`src/rtl/healthcare_pkg.sv`:
```
// Shared definitions for the healthcare alarm blocks: default timing parameters,
// sequencer state encoding and buzzer drive modes.
package healthcare_pkg;

    localparam int unsigned DEBOUNCE_CYCLES_DEF = 4;
    localparam int unsigned ACK_TIMEOUT_DEF     = 16;
    localparam int unsigned BEEP_HALF_DEF       = 2;
    localparam int unsigned HOLDOFF_CYCLES_DEF  = 8;

    typedef enum logic [2:0] {
        ST_IDLE,
        ST_QUALIFY,
        ST_ALARM,
        ST_ESCALATED,
        ST_HOLDOFF
    } alarmState_t;

    typedef enum logic [1:0] {
        TONE_OFF,
        TONE_START,
        TONE_RUN,
        TONE_STEADY
    } toneMode_t;

    // Width of a counter that must hold values up to n without wrapping.
    function automatic int unsigned cntWidth(input int unsigned n);
        return $clog2(n) + 1;
    endfunction

endpackage

```
`src/rtl/alarm_tone_gen.sv`:
```
// Buzzer drive: restartable square wave with a BEEP_HALF-cycle half period,
// plus a steady-on mode and an off mode.
module alarm_tone_gen
    import healthcare_pkg::*;
#(
    parameter int unsigned BEEP_HALF = BEEP_HALF_DEF
) (
    input  logic      clock,
    input  logic      reset,
    input  toneMode_t mode,
    output logic      buzzer
);

    localparam int unsigned W = cntWidth(BEEP_HALF);
    localparam logic [W-1:0] LAST = W'(BEEP_HALF - 1);

    logic [W-1:0] phaseCnt;

    always_ff @(posedge clock or posedge reset) begin
        if (reset) begin
            buzzer   <= 1'b0;
            phaseCnt <= '0;
        end else begin
            case (mode)
                TONE_START, TONE_STEADY: begin
                    buzzer   <= 1'b1;
                    phaseCnt <= '0;
                end
                TONE_RUN: begin
                    if (phaseCnt >= LAST) begin
                        buzzer   <= ~buzzer;
                        phaseCnt <= '0;
                    end else begin
                        phaseCnt <= phaseCnt + 1'b1;
                    end
                end
                default: begin
                    buzzer   <= 1'b0;
                    phaseCnt <= '0;
                end
            endcase
        end
    end

endmodule

```
`src/rtl/warning_alarm_sequencer.sv`:
```
// Turns the controller's warning severity into a debounced, latched, acknowledgeable
// alarm with escalation to a remote nurse call and a post-acknowledge holdoff.
module warning_alarm_sequencer
    import healthcare_pkg::*;
#(
    parameter int unsigned DEBOUNCE_CYCLES = DEBOUNCE_CYCLES_DEF,
    parameter int unsigned ACK_TIMEOUT     = ACK_TIMEOUT_DEF,
    parameter int unsigned BEEP_HALF       = BEEP_HALF_DEF,
    parameter int unsigned HOLDOFF_CYCLES  = HOLDOFF_CYCLES_DEF
) (
    input  logic       clock,
    input  logic       reset,
    input  logic [2:0] warningLevel,
    input  logic       ack,
    output logic       alarmActive,
    output logic [2:0] alarmLevel,
    output logic       buzzer,
    output logic       escalate
);

    localparam int unsigned DW = cntWidth(DEBOUNCE_CYCLES);
    localparam int unsigned TW = cntWidth(ACK_TIMEOUT);
    localparam int unsigned HW = cntWidth(HOLDOFF_CYCLES);
    localparam logic [DW-1:0] DB_LAST = DW'(DEBOUNCE_CYCLES - 1);
    localparam logic [TW-1:0] TO_LAST = TW'(ACK_TIMEOUT - 1);
    localparam logic [HW-1:0] HO_LAST = HW'(HOLDOFF_CYCLES - 1);

    alarmState_t  state;
    logic [2:0]   candidate;
    logic [2:0]   ackLevel;
    logic [DW-1:0] dbCount;
    logic [TW-1:0] toCount;
    logic [HW-1:0] hoCount;

    logic      match;
    logic      qualDone;
    logic      raise;
    logic      timeoutHit;
    toneMode_t toneMode;

    // Transition conditions are shared so the tone generator switches mode on the
    // same edge the state changes, keeping buzzer aligned with alarmActive/escalate.
    always_comb begin
        match      = (warningLevel == candidate);
        qualDone   = match && (dbCount >= DB_LAST);
        raise      = (warningLevel > alarmLevel);
        timeoutHit = (toCount >= TO_LAST);
        toneMode   = TONE_OFF;
        case (state)
            ST_QUALIFY:   if (warningLevel != '0 && qualDone) toneMode = TONE_START;
            ST_ALARM: begin
                if (ack)                     toneMode = TONE_OFF;
                else if (!raise && timeoutHit) toneMode = TONE_STEADY;
                else                         toneMode = TONE_RUN;
            end
            ST_ESCALATED: toneMode = ack ? TONE_OFF : TONE_STEADY;
            default:      toneMode = TONE_OFF;
        endcase
    end

    always_ff @(posedge clock or posedge reset) begin
        if (reset) begin
            state       <= ST_IDLE;
            candidate   <= '0;
            ackLevel    <= '0;
            dbCount     <= '0;
            toCount     <= '0;
            hoCount     <= '0;
            alarmActive <= 1'b0;
            alarmLevel  <= '0;
            escalate    <= 1'b0;
        end else begin
            case (state)
                ST_IDLE: begin
                    if (warningLevel != '0) begin
                        state     <= ST_QUALIFY;
                        candidate <= warningLevel;
                        dbCount   <= DW'(1);
                    end
                end
                ST_QUALIFY: begin
                    if (warningLevel == '0) begin
                        state   <= ST_IDLE;
                        dbCount <= '0;
                    end else if (!match) begin
                        candidate <= warningLevel;
                        dbCount   <= DW'(1);
                    end else if (qualDone) begin
                        state       <= ST_ALARM;
                        alarmActive <= 1'b1;
                        alarmLevel  <= candidate;
                        toCount     <= '0;
                        dbCount     <= '0;
                    end else if (dbCount != '1) begin
                        dbCount <= dbCount + 1'b1;
                    end
                end
                ST_ALARM, ST_ESCALATED: begin
                    if (ack) begin
                        state       <= ST_HOLDOFF;
                        ackLevel    <= alarmLevel;
                        alarmActive <= 1'b0;
                        alarmLevel  <= '0;
                        escalate    <= 1'b0;
                        toCount     <= '0;
                        hoCount     <= '0;
                    end else if (raise) begin
                        alarmLevel <= warningLevel;
                        toCount    <= '0;
                    end else if (state == ST_ALARM) begin
                        if (timeoutHit) begin
                            state    <= ST_ESCALATED;
                            escalate <= 1'b1;
                        end else if (toCount != '1) begin
                            toCount <= toCount + 1'b1;
                        end
                    end
                end
                ST_HOLDOFF: begin
                    if (warningLevel > ackLevel) begin
                        state     <= ST_QUALIFY;
                        candidate <= warningLevel;
                        dbCount   <= DW'(1);
                        hoCount   <= '0;
                    end else if (hoCount >= HO_LAST) begin
                        state   <= ST_IDLE;
                        hoCount <= '0;
                    end else if (hoCount != '1) begin
                        hoCount <= hoCount + 1'b1;
                    end
                end
                default: state <= ST_IDLE;
            endcase
        end
    end

    alarm_tone_gen #(
        .BEEP_HALF(BEEP_HALF)
    ) u_tone (
        .clock (clock),
        .reset (reset),
        .mode  (toneMode),
        .buzzer(buzzer)
    );

endmodule
```
`config.mk`:
```
export PLATFORM = sky130hd
export DESIGN_NAME = warning_alarm_sequencer
export DESIGN_NICKNAME = d
export VERILOG_FILES = /design/src/rtl/healthcare_pkg.sv /design/src/rtl/alarm_tone_gen.sv /design/src/rtl/warning_alarm_sequencer.sv
export SDC_FILE = /design/constraint.sdc
export NUM_CORES = 1
export LEC_CHECK = 0
export ABC_AREA = 1
export BUFFER_PORTS_ARGS = -buffer_cell sky130_fd_sc_hd__buf_2
export CORE_MARGIN = 5
export CORE_UTILIZATION = 55
export DETAILED_ROUTE_END_ITERATION = 10
export PLACE_DENSITY = 0.69
export SYNTH_ARGS = -nofsm -noshare
export SYNTH_HDL_FRONTEND = slang
export SYNTH_SLANG_ARGS = --single-unit
```
`constraint.sdc`:
```
create_clock -name clock -period 5.3 [get_ports clock]
set_clock_uncertainty 0.15 [all_clocks]
set_input_delay 0.53 -clock clock [delete_from_list [all_inputs] [get_ports clock]]
set_output_delay 0.53 -clock clock [all_outputs]
set_load 0.005 [all_outputs]
```
Word level (Yosys, flattened, before mapping)
Index checks and enable logic that the tools add are counted.

Bits in registers: 29. Bits in latches: 0. Memory bits (writable): 0. ROM bits: 0. Input bits: 6. Logic and storage cells: 137. Memories: 0.

Add/subtract/negate cells: 4. $mul: 0. Div/mod/pow operators: 0. Magnitude comparators: 6. Equality and inequality tests: 32. Shift-type cells: 0. Mux-type cells: 60. Bitwise logic cells: 1. Reductions and logical operators: 23.

Operator list (count): $mux W3 (24); $mux W5 (8); $ne A3 B3 Y1 const B (8); $ne A4 B4 Y1 const B (5); $pmux W3 S3 (2); $mux W4 (4); $ne A2 B2 Y1 const B (8); $reduce_and A5 Y1 (3); $reduce_and A7 Y1 (2); $pmux W3 S4 (1); $mux W1 (11); $ne A5 B5 Y1 const B (2); $pmux W5 S2 (1); $mux W2 (4); $pmux W4 S2 (1); $reduce_and A4 Y1 (2); $reduce_bool A2 Y1 (4); $eq A3 B2 Y1 const B (2); $gt A3 B3 Y1 (2); $logic_not A3 Y1 (2); $pmux W2 S3 (1); $pmux W3 S2 (1); $reduce_bool A3 Y1 (2); $add A5 B1 Y5 const B (1); 20 further kinds (25).

Depth between registers and ports, before layout
Gate-level depths: netlist (run 1).

Depth after elaboration: 9. Depth in mapped cells: 12.

Hierarchy
From an unflattened synthesis (run 1), not the netlist that was laid out.

Cell total of the unflattened synthesis: 246. Area total of the unflattened synthesis: 1981.9 µm².

Modules (own cells, without submodules): warning_alarm_sequencer (instances 1, cells an instance 229, area an instance 1835.5 µm², seq. area each 650.6 µm²); alarm_tone_gen (instances 1, cells an instance 17, area an instance 146.4 µm², seq. area each 75.1 µm²).

Worst setup path after synthesis (run 1)
Ideal clock, no wire load.

Path type: register to register. From: register toCount[0]. To: register toCount[3]. Setup time: 0.121 ns. Arrival: 1.513 ns. Required time: 5.029 ns. Slack: 3.516 ns. Cell stages (with the launch flop): 10. Period minus slack after synthesis: 1.784 ns. Cells stage by stage: dfrtp_1 ha_1 and3_1 ha_1 nor2_1 nand3_1 nand2_2 nand3_4 nand2_1 o21ai_1.

Longest elaborated chain between the ends: 7. Elaborated cells between the ends (all ways): 12. Classes of those cells: add/sub (1); order compare (1); eq/ne (3); mux (6); reduce/logical (1).

Ends and longest elaborated chain: start: declaration (RTL line warning_alarm_sequencer.sv:32) `logic [TW-1:0] toCount;`; start signal: assignment (RTL line warning_alarm_sequencer.sv:115) `toCount <= toCount + 1'b1;`; $add A5 B1 Y5 (RTL line warning_alarm_sequencer.sv:115); $mux W5 (RTL line warning_alarm_sequencer.sv:114) `end else if (toCount != '1) begin`; $mux W5 (RTL line warning_alarm_sequencer.sv:111) `if (timeoutHit) begin`; $mux W5 (RTL line warning_alarm_sequencer.sv:110) `end else if (state == ST_ALARM) begin`; $mux W5 (RTL line warning_alarm_sequencer.sv:107) `end else if (raise) begin`; $mux W5 (RTL line warning_alarm_sequencer.sv:99) `if (ack) begin`; $pmux W5 S2 (RTL line warning_alarm_sequencer.sv:73) `case (state)`.

Parallel ways exist; a longest one is shown, timed or not. The select of a mux whose other input is x is not followed. A chain may end at the register's enable or synchronous reset.

Worst setup path after layout (run 1)
Ends and elaborated chain as after synthesis.

==> results of run 1 <==
==> final cells by class <==
cell class	count	share of cell area [%]
timing repair buffer	11	2.632
multi-input combinational	176	51.02
tap	46	2.751
sequential	29	34.69
clock inverter	2	0.4785
clock buffer	6	1.974
inverter	36	6.459
==> cell usage after synthesis <==
cell type and count:
a21oi_1 6, a21oi_4 1, a22oi_1 3, and2_4 1
and3_1 1, dfrtp_1 29, ha_1 15, inv_1 28
inv_2 8, mux2_2 1, mux2i_1 1, nand2_1 66
nand2_2 7, nand2_4 2, nand3_1 18, nand3_2 3
nand3_4 2, nand4_1 9, nor2_1 10, nor2_2 2
nor2_4 2, nor2_8 1, nor3_1 2, nor3b_2 1
o21a_1 1, o21ai_0 4, o21ai_1 10, o21ai_2 1
or2_0 1, or2_1 1, xnor2_1 2, xor2_1 2
==> through the flow <==
| stage | instance area, µm² | total power, mW | hold slack, ns |
|---|---|---|---|
| after global placement | 2041 | 0.8853 | 0.3173 |
| after floorplan | 1928 | 0.7715 | 0.3030 |
| final | 2092 | 1.015 | 0.3049 |
| after detailed placement | 2041 | 0.8951 | 0.3257 |
| after CTS | 2092 | 1.026 | 0.3318 |
| after global routing | 2092 | 1.118 | 0.3596 |
==> metal layers <==
| metal | track usage, % | share of wire (%) |
|---|---|---|
| met5 | 0 | 0 |
| met4 | 7.158 | 1.6 |
| met3 | 3.768 | 2.6 |
| met2 | 27.12 | 47 |
| met1 | 21.64 | 49 |
==> sequential cells by signal, indices dropped and copies added (netlist names) <==
name / flops
alarmActive: 1
alarmLevel: 3
u_tone.buzzer: 1
hoCount: 4
candidate: 3
u_tone.phaseCnt: 2
toCount: 5
ackLevel: 3
escalate: 1
dbCount: 3
state: 3
==> final timing paths <==
| check | endpoint |
|---|---|
| setup reg to reg | toCount[3]$_DFFE_PP0P_ |
| min in group clock | candidate[0]$_DFFE_PP0P_ |
| hold / removal | toCount[4]$_DFFE_PP0P_ |
| setup / recovery | toCount[3]$_DFFE_PP0P_ |
| hold reg to reg | alarmActive$_DFFE_PP0P_ |
| max in group asynchronous | hoCount[2]$_DFFE_PP0P_ |
==> power by group through the flow <==
stage,clock network [mW],logic [mW],registers [mW]
floorplan,0,0.435,0.336
global placement,0,0.542,0.344
detailed placement,0,0.549,0.346
CTS,0.133,0.552,0.341
global route,0.145,0.622,0.351
finish,0.129,0.545,0.341
==> kinds of logic (layout without fill, tap and decap cells) <==
family,count (synthesis),in the layout,share of synthesized area (%)
and+or+nand+nor,129,129,34.65
xor gates and xnor gates,4,4,1.817
muxes,2,2,1.103
adders and majority gates,15,15,9.734
DFF,29,29,37.64
AOI/OAI and AO/OA,26,26,8.047
buffers and inverters,36,55,7.008
==> flow_summary.toml, run 1 <==
[run_status]
status = "complete, no violations"

[power_and_ir_drop]
power.share.clock_pct = 12.7
ir_worst_vdd_mv = 0.2335
intPower_mw = 0.5352
combPwrFrac_pct = 53.7
powerDensity_nw_per_um2 = 485.4
switchingPower_mw = 0.4802
cellLeakagePower_nw = 1.095
switching_share_pct = 47.29
power_frac_seq_pct = 33.6

[grt]
grt_pass1_vias = 1409
grt-ovfl-total = 0
grt_use_total_pct = 16.81
grt_max_degree = 30
antenna_found_initial = 0
grt_first_pass_wirelength_mm = 6.437

[worst_setup_path]
crit_chain = "ha_1 -> and3_1 -> ha_1 -> nor2_1 -> nand3_1 -> nand2_2 -> nand3_4 -> nand2_1 -> o21ai_1"
path_class = "reg -> reg"
path_delay_family = "simple AND/OR/NAND/NOR gates"
worst_setup_path_start_kind = "register"
critPathLaunch = "toCount[0]$_DFFE_PP0P_"
cp_slowest_stage_delay_ns = 0.43
cp_slowest_cell = "dfrtp_1"
rrSetupSlack_ns = 3.35
cpMostUsedCell = "ha_1"
critPathCaptureType = "register"
worst-path-stages = 9
r2r_start = "toCount[0]$_DFFE_PP0P_"
crit_fanout = 10
r2r_cells = 9
cp.required_ns = 5.38
arrival_ns = 2.03
path_buf_inv = 0

[layout]
fill_cells = 345
seqCellArea_um2 = 725.7
fin_nets = 280
diodes = 0
mostFrequentLayoutCell = "nand2_1"
final_cell_mix = "nand2_1, dfrtp_1, inv_1, nand3_1, ha_1"
stdcell_count = 306
area.growth.synth_to_final_pct = 8.501
fin_util_pct = 62.20
drive_above_1_share_pct = 19.23
multi_input_area_um2 = 1067

[placed_design]
place_ws_ns = 3.218
hpwlAfterDp_mm = 2.858
place.gp.congestion = 0.8199
dp.cells = 298
numPortBuffers = 11

[sta]
slew_headroom_pct = 27.61
tightestPinTransition_ns = 1.085
fmax_ghz = 0.5119
min_period_ns = 1.954
grt_setup_unrepaired = "no"
finalHoldViolCount = 0
worst_slack_ns = 3.346
fin_tns_setup_ns = 0
slew_viol_final = 0
setup_violations = 0
finalCritPeriodShare_pct = 36.86

[synth]
yosysSeqAreaShare_pct = 37.64
synth.avg_cell_area_um2 = 8.000
synth.distinct_cells = 32
yosysWarnings = 0
ys_ff_latch = 29
yosys-top-cells-area = "dfrtp_1, nand2_1, ha_1, inv_1, nand3_1"
synth.top_cell.area_share_pct = 37.64
synth_top_area_cell = "dfrtp_1"
synthesis.area_um2 = 1928
netlist_instances = 241
syn_nets = 262

[floorplanning]
core_um2 = 3363
rows = 21
initial_core_util_pct = 57.33
die_area_um2 = 4790
die_h_um = 69.21
dieWidth_um = 69.21
top_level_ports = 12

[clock_tree]
cts_resized = 0
clkSinkCount = 29
numCtsBuffers = 5
h-tree-depth = 2
clock_latency_ns = 0.34
clk_path_buf_depth = 2
cts_setup_buffers = 0
clkTransAtPathRegs_ns = 0.09
cts_tree = "built"
cts_hold_buffers = 0
cts_root_buffer = "clkbuf_4"

[routing]
drc = 0
drt_iter0_drc = 65
first_pass_iters = 5
wl_per_cell_um = 11.88
postRouteAntennaNets = 0
wl_mm = 3.635
dr_total_vias = 1547
via_per_inst = 5.056

[worst_hold_path]
hold_class = "in -> async"

[flow_run]
max_cap_violations = 0
(Power assumes the default switching activity.)
==> run 2, diff against run 1 <==
clock period = 1.8 ns   (was 5.3 ns; I/O delays follow)
==> flow_summary.toml, run 2 (synthesis gave the netlist of run 1 again) <==
[layout]
area.growth.synth_to_final_pct = 22.78
final_cell_mix = "nand2_1, dfrtp_1, inv_1, nand3_1"
fin_nets = 296
top_register = "toCount"
drive_above_1_share_pct = 32.61
diodes = 0
mostFrequentLayoutCell = "nand2_1"
top_regs = "toCount (5), hoCount (4)"
fin_util_pct = 70.39
largest_reg_flops = 5
finalInstanceArea_um2 = 2367

[placed_design]
place.gp.congestion = 0.8524
placed_area_um2 = 2101
numPortBuffers = 11
hpwlAfterDp_mm = 2.765

[sta]
fmax_ghz = 0.5642
setup_violations = 0
finalCritPeriodShare_pct = 98.47
tightestPinTransition_ns = 0.3623
min_period_ns = 1.773
grt_setup_unrepaired = "yes"
slew_headroom_pct = 75.85
finalHoldViolCount = 0
slew_viol_final = 0

[floorplanning]
initial_core_util_pct = 57.33
core_um2 = 3363
die_area_um2 = 4790
die_h_um = 69.21
rows = 21
top_level_ports = 12
dieWidth_um = 69.21

[clock_tree]
cts_root_buffer = "clkbuf_4"
clkTransAtPathRegs_ns = 0.09
clkSinkCount = 29
numCtsBuffers = 5
h-tree-depth = 2
clk_path_buf_depth = 2
clock_latency_ns = 0.34
cts_tree = "built"

[routing]
dr_total_vias = 1635
drc = 0
via_per_inst = 5.078
postRouteAntennaNets = 0
wl_mm = 4.054
drt_iter0_drc = 49
first_pass_iters = 4
wl_per_cell_um = 12.59

[worst_setup_path]
arrival_ns = 1.86
worst_setup_path_start_kind = "register"
crit_fanout = 5
path_class = "reg -> reg"
cp.required_ns = 1.88
critPathCaptureType = "register"

[grt]
antenna_found_initial = 0
grt_max_degree = 30
grt-ovfl-total = 0
grt_use_total_pct = 16.43
grt_first_pass_wirelength_mm = 6.437
grt_pass1_vias = 1494

[power_and_ir_drop]
powerDensity_nw_per_um2 = 1399
ir_worst_vdd_mv = 0.8426
cellLeakagePower_nw = 1.207

[worst_hold_path]
hold_class = "in -> reg"

[flow_run]
max_cap_violations = 0

[run_status]
status = "complete, no violations"
-- run 2: cell count changes in the layout (fill, tap and decap cells not counted), moves of 3 or more --
cell	before	now
buf_4	0	12
ha_1	15	8
ha_2	0	3
ha_4	0	4
nand2_1	66	59
nand2_2	7	12
nor2_1	10	7
o21ai_2	1	4
-- run 2: cell type report --
class | count | area [µm²]
multi-input combinational | 177 | 1216
fill | 301 | 996.0
sequential | 29 | 725.7
timing repair buffer | 26 | 176.4
inverter | 36 | 140.1
tap | 46 | 57.56
clock buffer | 6 | 41.29
clock inverter | 2 | 10.01
-- run 2: worst paths after layout --
| kind | startpoint | endpoint | slack (ns) | depth (start not counted) |
|---|---|---|---|---|
| max | toCount[1]$_DFFE_PP0P_ | toCount[4]$_DFFE_PP0P_ | 0.03 | 9 |
| min | warningLevel[1] | candidate[1]$_DFFE_PP0P_ | 0.01 | 3 |
| max reg2reg | toCount[1]$_DFFE_PP0P_ | toCount[4]$_DFFE_PP0P_ | 0.03 | 9 |
| min reg2reg | ackLevel[1]$_DFFE_PP0P_ | ackLevel[1]$_DFFE_PP0P_ | 0.34 | 2 |
| max in group asynchronous | reset | candidate[0]$_DFFE_PP0P_ | 0.94 | 4 |
| min in group asynchronous | reset | state[0]$_DFFE_PP0P_ | 0.29 | 4 |
-- run 2: per-stage QoR --
stage | power, mW | worst slack [ns] | hold WS, ns | std cells | TNS [ns]
after floorplan | 2.272 | 0.01594 | 0.1081 | 241 | 0
after global placement | 2.640 | 0.003373 | 0.1170 | 306 | 0
after detailed placement | 2.667 | -0.03781 | 0.1143 | 306 | -0.1848
after CTS | 3.113 | 0.007035 | 0.01201 | 317 | 0
after global routing | 3.622 | -0.06104 | 0.02791 | 322 | -0.5717
final | 3.312 | 0.02745 | 0.01260 | 322 | 0
-- run 2: worst max-delay path, cell delays in order, from the launching register on --
cell and delay [ns]:
dfrtp_1 0.40, ha_2 0.19, and3_4 0.19, ha_4 0.16
nor2_4 0.10, nand3_2 0.11, nand2_4 0.11, nand3_4 0.11
nand2_2 0.10, o21ai_2 0.05
-- run 2: routing by layer --
layer  share of wire (%)  GRT usage (%)  vias to the layer above  wire length, µm
met1                  46          20.00                      750             1855
met3                 2.6          4.928                       11              107
met5                   0              0                        -                0
met2                  49          27.12                       16             1991
li1                    -              -                      858                -
met4                 2.5          6.508                        0              100
-- run 2: what timing repair did --
action                                 4_1_cts  5_1_grt
endpoints found under the hold margin       30        0
pin swaps                                    3       14
hold buffers                                 2        0
resized for setup                            4       32
gates cloned                                 1        0
setup buffers                                0        5
setup endpoints to repair                    8       18
-- run 2: power breakdown --
group | total (mW) | switching (mW) | internal (mW)
combinational | 1.94 | 1.19 | 0.757
sequential | 0.990 | 0.149 | 0.841
clock | 0.379 | 0.231 | 0.148
